--- src/rtl/vx_writeback_arbiter_pkg.sv ---
// Shared writeback beat definition and field widths for the writeback arbiter.
// The field-width defines fall back to the core's default configuration when not set elsewhere.
`ifndef UUID_BITS
`define UUID_BITS 44
`endif
`ifndef NUM_THREADS
`define NUM_THREADS 4
`endif
`ifndef NW_BITS
`define NW_BITS 2
`endif
`ifndef NR_BITS
`define NR_BITS 5
`endif

package VX_wb_pkg;

    localparam int UUID_W = `UUID_BITS;
    localparam int NT_W   = `NUM_THREADS;
    localparam int NW_W   = `NW_BITS;
    localparam int NR_W   = `NR_BITS;
    localparam int PC_W   = 32;
    localparam int DATA_W = 32;

    typedef struct packed {
        logic [UUID_W-1:0]            uuid;
        logic [NT_W-1:0]              tmask;
        logic [NW_W-1:0]              wid;
        logic [PC_W-1:0]              PC;
        logic [NR_W-1:0]              rd;
        logic [NT_W-1:0][DATA_W-1:0]  data;
        logic                         eop;
    } wb_beat_t;

    localparam int BEAT_W = $bits(wb_beat_t);

    // Next round-robin index after idx, wrapping at n.
    function automatic int unsigned wb_wrap_inc(input int unsigned idx, input int unsigned n);
        return ((idx + 32'd1) >= n) ? 32'd0 : (idx + 32'd1);
    endfunction

endpackage

--- src/rtl/wb_skid_buffer.sv ---
// Two-entry elastic buffer: accepts whenever fewer than two entries are held, so the
// upstream ready never depends on the downstream ready in the same cycle.
module wb_skid_buffer #(
    parameter int WIDTH = 8
) (
    input  logic             clk,
    input  logic             reset,
    input  logic             in_valid,
    input  logic [WIDTH-1:0] in_data,
    output logic             in_ready,
    output logic             out_valid,
    output logic [WIDTH-1:0] out_data,
    input  logic             out_ready
);

    logic [1:0][WIDTH-1:0] r_mem;
    logic                  r_wr_ptr;
    logic                  r_rd_ptr;
    logic [1:0]            r_count;
    logic                  w_push;
    logic                  w_pop;

    assign in_ready  = (r_count != 2'd2) & ~reset;
    assign out_valid = (r_count != 2'd0) & ~reset;
    assign out_data  = r_mem[r_rd_ptr];
    assign w_push    = in_valid & in_ready;
    assign w_pop     = out_valid & out_ready;

    // Occupancy and pointer tracking.
    always_ff @(posedge clk) begin
        if (reset) begin
            r_count  <= 2'd0;
            r_wr_ptr <= 1'b0;
            r_rd_ptr <= 1'b0;
        end else begin
            if (w_push) begin
                r_wr_ptr <= ~r_wr_ptr;
            end
            if (w_pop) begin
                r_rd_ptr <= ~r_rd_ptr;
            end
            case ({w_push, w_pop})
                2'b10:   r_count <= r_count + 2'd1;
                2'b01:   r_count <= r_count - 2'd1;
                default: r_count <= r_count;
            endcase
        end
    end

    // Payload storage needs no reset: contents are ignored while empty.
    always_ff @(posedge clk) begin
        if (w_push) begin
            r_mem[r_wr_ptr] <= in_data;
        end
    end

endmodule

--- src/rtl/vx_writeback_arbiter.sv ---
// Round-robin writeback arbiter with packet-granular locking, feeding a 2-entry skid
// buffer that drives the single register-file writeback port.
module vx_writeback_arbiter
    import VX_wb_pkg::*;
#(
    parameter int NUM_REQS = 4
) (
    input  logic                                        clk,
    input  logic                                        reset,
    input  logic [NUM_REQS-1:0]                         in_valid,
    input  logic [NUM_REQS-1:0][UUID_W-1:0]             in_uuid,
    input  logic [NUM_REQS-1:0][NT_W-1:0]               in_tmask,
    input  logic [NUM_REQS-1:0][NW_W-1:0]               in_wid,
    input  logic [NUM_REQS-1:0][PC_W-1:0]               in_PC,
    input  logic [NUM_REQS-1:0][NR_W-1:0]               in_rd,
    input  logic [NUM_REQS-1:0][NT_W-1:0][DATA_W-1:0]   in_data,
    input  logic [NUM_REQS-1:0]                         in_eop,
    output logic [NUM_REQS-1:0]                         in_ready,
    output logic                                        out_valid,
    output logic [UUID_W-1:0]                           out_uuid,
    output logic [NT_W-1:0]                             out_tmask,
    output logic [NW_W-1:0]                             out_wid,
    output logic [PC_W-1:0]                             out_PC,
    output logic [NR_W-1:0]                             out_rd,
    output logic [NT_W-1:0][DATA_W-1:0]                 out_data,
    output logic                                        out_eop,
    input  logic                                        out_ready,
    output logic [31:0]                                 perf_stalls
);

    localparam int IDX_W = (NUM_REQS > 1) ? $clog2(NUM_REQS) : 1;

    logic [IDX_W-1:0]    r_rr_ptr;
    logic [IDX_W-1:0]    r_lock_idx;
    logic                r_locked;
    logic [31:0]         r_stalls;

    logic [NUM_REQS-1:0] w_grant;
    logic [IDX_W-1:0]    w_grant_idx;
    logic                w_found;
    logic [IDX_W:0]      w_cand;
    logic                w_buf_ready;
    logic                w_buf_valid;
    logic                w_push;
    wb_beat_t            w_in_beat;
    wb_beat_t            w_out_beat;

    // Grant selection: locked requester only, otherwise first valid from rr_ptr upward.
    always_comb begin
        w_grant     = '0;
        w_grant_idx = '0;
        w_found     = 1'b0;
        w_cand      = '0;
        if (r_locked) begin
            w_grant_idx = r_lock_idx;
            w_found     = 1'b1;
        end else begin
            for (int k = 0; k < NUM_REQS; k++) begin
                w_cand = {1'b0, r_rr_ptr} + (IDX_W+1)'(k);
                if (w_cand >= (IDX_W+1)'(NUM_REQS)) begin
                    w_cand = w_cand - (IDX_W+1)'(NUM_REQS);
                end else begin
                    w_cand = w_cand;
                end
                if (!w_found && in_valid[w_cand[IDX_W-1:0]]) begin
                    w_found     = 1'b1;
                    w_grant_idx = w_cand[IDX_W-1:0];
                end else begin
                    w_found     = w_found;
                end
            end
        end
        if (w_found) begin
            w_grant[w_grant_idx] = 1'b1;
        end else begin
            w_grant = '0;
        end
    end

    assign in_ready = w_grant & {NUM_REQS{w_buf_ready}};
    assign w_push   = |(in_valid & in_ready);

    // Pack the granted requester's fields into one beat.
    always_comb begin
        w_in_beat       = '0;
        w_in_beat.uuid  = in_uuid[w_grant_idx];
        w_in_beat.tmask = in_tmask[w_grant_idx];
        w_in_beat.wid   = in_wid[w_grant_idx];
        w_in_beat.PC    = in_PC[w_grant_idx];
        w_in_beat.rd    = in_rd[w_grant_idx];
        w_in_beat.data  = in_data[w_grant_idx];
        w_in_beat.eop   = in_eop[w_grant_idx];
    end

    // Lock holds a requester across a multi-beat packet; priority rotates only on eop.
    always_ff @(posedge clk) begin
        if (reset) begin
            r_locked   <= 1'b0;
            r_lock_idx <= '0;
            r_rr_ptr   <= '0;
        end else if (w_push) begin
            if (w_in_beat.eop) begin
                r_locked <= 1'b0;
                r_rr_ptr <= IDX_W'(wb_wrap_inc(32'(w_grant_idx), 32'(NUM_REQS)));
            end else begin
                r_locked   <= 1'b1;
                r_lock_idx <= w_grant_idx;
            end
        end
    end

    wb_skid_buffer #(
        .WIDTH (BEAT_W)
    ) u_skid (
        .clk       (clk),
        .reset     (reset),
        .in_valid  (w_push),
        .in_data   (w_in_beat),
        .in_ready  (w_buf_ready),
        .out_valid (w_buf_valid),
        .out_data  (w_out_beat),
        .out_ready (out_ready)
    );

    // Backpressure cycle counter, free-running modulo 2^32.
    always_ff @(posedge clk) begin
        if (reset) begin
            r_stalls <= 32'd0;
        end else if (w_buf_valid && !out_ready) begin
            r_stalls <= r_stalls + 32'd1;
        end
    end

    assign out_valid   = w_buf_valid;
    assign out_uuid    = w_out_beat.uuid;
    assign out_tmask   = w_out_beat.tmask;
    assign out_wid     = w_out_beat.wid;
    assign out_PC      = w_out_beat.PC;
    assign out_rd      = w_out_beat.rd;
    assign out_data    = w_out_beat.data;
    assign out_eop     = w_out_beat.eop;
    assign perf_stalls = r_stalls;

endmodule
--- config.mk ---
export PLATFORM = sky130hd
export DESIGN_NAME = vx_writeback_arbiter
export DESIGN_NICKNAME = d
export VERILOG_FILES = /design/src/rtl/vx_writeback_arbiter_pkg.sv /design/src/rtl/wb_skid_buffer.sv /design/src/rtl/vx_writeback_arbiter.sv
export SDC_FILE = /design/constraint.sdc
export NUM_CORES = 1
export LEC_CHECK = 0
export CAP_MARGIN = 20
export CORE_AREA = 2 2 434 436
export CTS_BUF_LIST = sky130_fd_sc_hd__clkbuf_4
export DETAILED_ROUTE_END_ITERATION = 8
export DIE_AREA = 0 0 436 438
export PLACE_DENSITY_LB_ADDON = 0.3
export SETUP_SLACK_MARGIN = 0.5
export SLEW_MARGIN = 5
export SYNTH_ARGS = -nofsm -noshare
export SYNTH_HDL_FRONTEND = slang
export SYNTH_HIERARCHICAL = 1
export SYNTH_SLANG_ARGS = --single-unit
--- constraint.sdc ---
create_clock -name clk -period 17.02 [get_ports clk]
set_input_delay 3.404 -clock clk [delete_from_list [all_inputs] [get_ports clk]]
set_output_delay 3.404 -clock clk [all_outputs]
set_load 0.02 [all_outputs]
==> results.tsv <==
metric	value	unit
status	finished, final reports clean	
yosys.area.top_type	edfxtp_1	
clk_latency	1080	ps
htreeDepth	4	
cap_viol_max_count	0	
ir_drop	0.104	mV
path_clk_slew	60	ps
setup_violations	0	
first_pass_iters	5	
die_w	436	µm
routed_wl	141000	µm
synth_top_area_share	53.1	%
clock.fmax	95.7	MHz
dpl.hpwl	110000	µm
dieArea	191000	µm²
post-route-period-util	61.4	%
drtIter0Drc	1578	
port_buffers	1123	
die_y	438	µm
yosys_warnings	6	
grt_pass1_wl	187000	µm
cp_data_arrival_time	7040	ps
cts_buffer_depth	3	
grt_max_degree	160	
ys_ff_latch	473	
period_needed	10450	ps
path_class	input pin to output port	
dp_slack	6420	ps
track_usage	14.1	%
syn_area_per_cell	10.3	µm²
crit_fanout	159	
startpoint_type	input pin	
grt_pass1_vias	22800	
ys_top_cells_by_area	edfxtp_1 53%, nand2_1 13%, mux2_2 10%	
core_area	187000	µm²
max_slew.worst_pin.slew	1090	ps
netlist_area	24400	µm²
synth_fp_nets	3249	
rsz0062_at_grt	false	
synthFlopType	edfxtp_1	
via_per_inst	3.74	
ctsResizeCount	0	
vias	22900	
synthDistinctLibCells	49	
holdBufCountCts	0	
synth-edff-count	432	
start_util	13.1	%
synthArstFlopShare	0	%
fin_tns_setup	0	ps
cpMostUsedCell	clkdlybuf4s50_1	
synthToLayoutAreaGrowth	64.4	%
fin_ws	6570	ps
drc_errors	0	
crit_required	13620	ps
hp-class	register to register	
wl_per_cell	23.1	µm
path_buf_inv	4	
slowest_delay	700	ps
final_max_slew_viol_count	0	
crit_family	buffers and inverters	
cts_made_buffers	145	
ioPinCount	1124	
detail-route-antenna-nets	0	
final_layout_size_suffix_gt1_share	13.9	%
cts_setup_buffers	0	
cts-root-buf	clkbuf_4	
power_leakage	14.3	nW
antenna_found_initial	24	
relSlewSlack	27.4	%
cts_tree	built	
finalClockSkew	63.1	ps
fin_nets	4372	
worst_path_max_delay_cell	clkdlybuf4s50_1	
final-hold-violation-count	0	
std_cell_rows	159	
grt_overflow	0	
cts_sinks	473	
p_per_area	167	nW/µm²
crit_chain	clkdlybuf4s50_1 -> or4b_4 -> a211oi_2 -> and2b_2 -> nor2_4 -> buf_12 -> inv_8 -> ha_1 -> and2_1 -> clkdlybuf4s50_1	
place_congestion	0.935	
syn_inst	2375	
yosysSeqAreaShare	56.5	%
worst_setup_path_end_kind	output port	
==> worst reg2reg max path, cell delays in order, from the launching register on <==
cell and delay, ps:
dfxtp_1 580, inv_1 160, maj3_1 340, o32ai_1 460, nor2_4 270, inv_8 490, ha_1 450, nand2_1 110
nand2_1 110, a211oi_1 70, a221oi_2 240, o211ai_2 140, inv_1 120, inv_1 70, or3_1 410, nor2_4 280
buf_4 630, buf_4 870
==> synthesized netlist by cell type (6+ instances only) <==
| cell | number |
|---|---|
| nor2_1 | 53 |
| dfxtp_1 | 41 |
| nand3_1 | 17 |
| or3_1 | 6 |
| clkbuf_1 | 56 |
| inv_1 | 9 |
| xor2_1 | 26 |
| a21oi_1 | 10 |
| buf_4 | 14 |
| edfxtp_1 | 432 |
| and3_1 | 222 |
| a31oi_1 | 215 |
| buf_6 | 13 |
| buf_2 | 92 |
| nor2b_1 | 6 |
| mux2_2 | 218 |
| xnor2_1 | 6 |
| o21ai_0 | 12 |
| nand2_1 | 876 |
==> placed cells by master (no fill, tap or decap), types with 7 or more instances in the layout <==
| cell type | count |
|---|---|
| nand3_1 | 17 |
| nor2_1 | 50 |
| clkbuf_4 | 215 |
| clkinv_1 | 20 |
| clkinv_2 | 8 |
| a31oi_1 | 215 |
| nand2_1 | 876 |
| o21ai_0 | 12 |
| and3_1 | 221 |
| mux2_2 | 218 |
| inv_1 | 9 |
| xor2_1 | 26 |
| edfxtp_1 | 432 |
| clkinv_4 | 7 |
| clkdlybuf4s50_1 | 1123 |
| diode_2 | 14 |
| a21oi_1 | 10 |
| buf_4 | 29 |
| dfxtp_1 | 40 |
==> area by class of cell <==
cell class	count	area (µm²)
Sequential cell	473	13800
Tap cell	2495	3120
Timing Repair Buffer	1153	11500
Antenna cell	14	35.0
Multi-Input combinational cell	1714	9680
Fill cell	20600	146000
Clock buffer	215	1610
Clock inverter	42	344
Inverter	11	56.3
==> metal layers <==
layer  global-route usage [%]  share of wire, %
met3                     4.55               7.1
met4                     2.89               1.4
met5                        0             0.029
met2                     23.8                49
met1                     17.4                42
==> state kept, by name, summed over array words and instances, names as in the netlist <==
register         count
u_skid/r_mem       432
r_lock_idx           2
perf_stalls         32
r_locked             1
u_skid/r_rd_ptr      1
u_skid/r_wr_ptr      1
u_skid/r_count       2
r_rr_ptr             2
==> where the power goes <==
part / switching [W] / internal, W / total (W)
sequential: 0.0000748 / 0.00183 / 0.00190
combinational: 0.00233 / 0.00129 / 0.00362
clock: 0.000534 / 0.000657 / 0.00119
==> stage by stage <==
stage | total power (W) | std cells | util [%] | area [µm²] | hold WS [ps]
final | 0.00671 | 6117 | 21.5 | 40100 | 513
after global placement | 0.00563 | 5846 | 20.4 | 38100 | 489
after floorplan | 0.00388 | 2375 | - | 24400 | 461
after CTS | 0.00691 | 6103 | 21.5 | 40100 | 512
after detailed placement | 0.00565 | 5846 | 20.4 | 38100 | 501
after global routing | 0.00716 | 6113 | 21.5 | 40100 | 545
==> final timing paths <==
path / cells past startpoint / from / slack (ps) / endpoint
setup / recovery: 10 / in_valid[3] / 6570 / in_ready[3]
hold / removal: 2 / perf_stalls[16] / 510 / perf_stalls[16]
setup reg to reg: 17 / r_rr_ptr[0] / 10700 / u_skid/r_mem[78]
hold reg to reg: 2 / perf_stalls[16] / 510 / perf_stalls[16]
==> cell families (layout without fill, tap and decap cells) <==
logic type	after synthesis	in the layout	synth area share (%)
xor+xnor	32	32	1.15
buf+inv	188	1421	3.98
simple gates	1204	1204	21.4
other cells	0	14	0
fa+ha+maj	4	4	0.195
mux	223	223	10.3
flops	473	473	56.5
compound gates	251	251	6.48
Power figures use the tool's default switching activity.
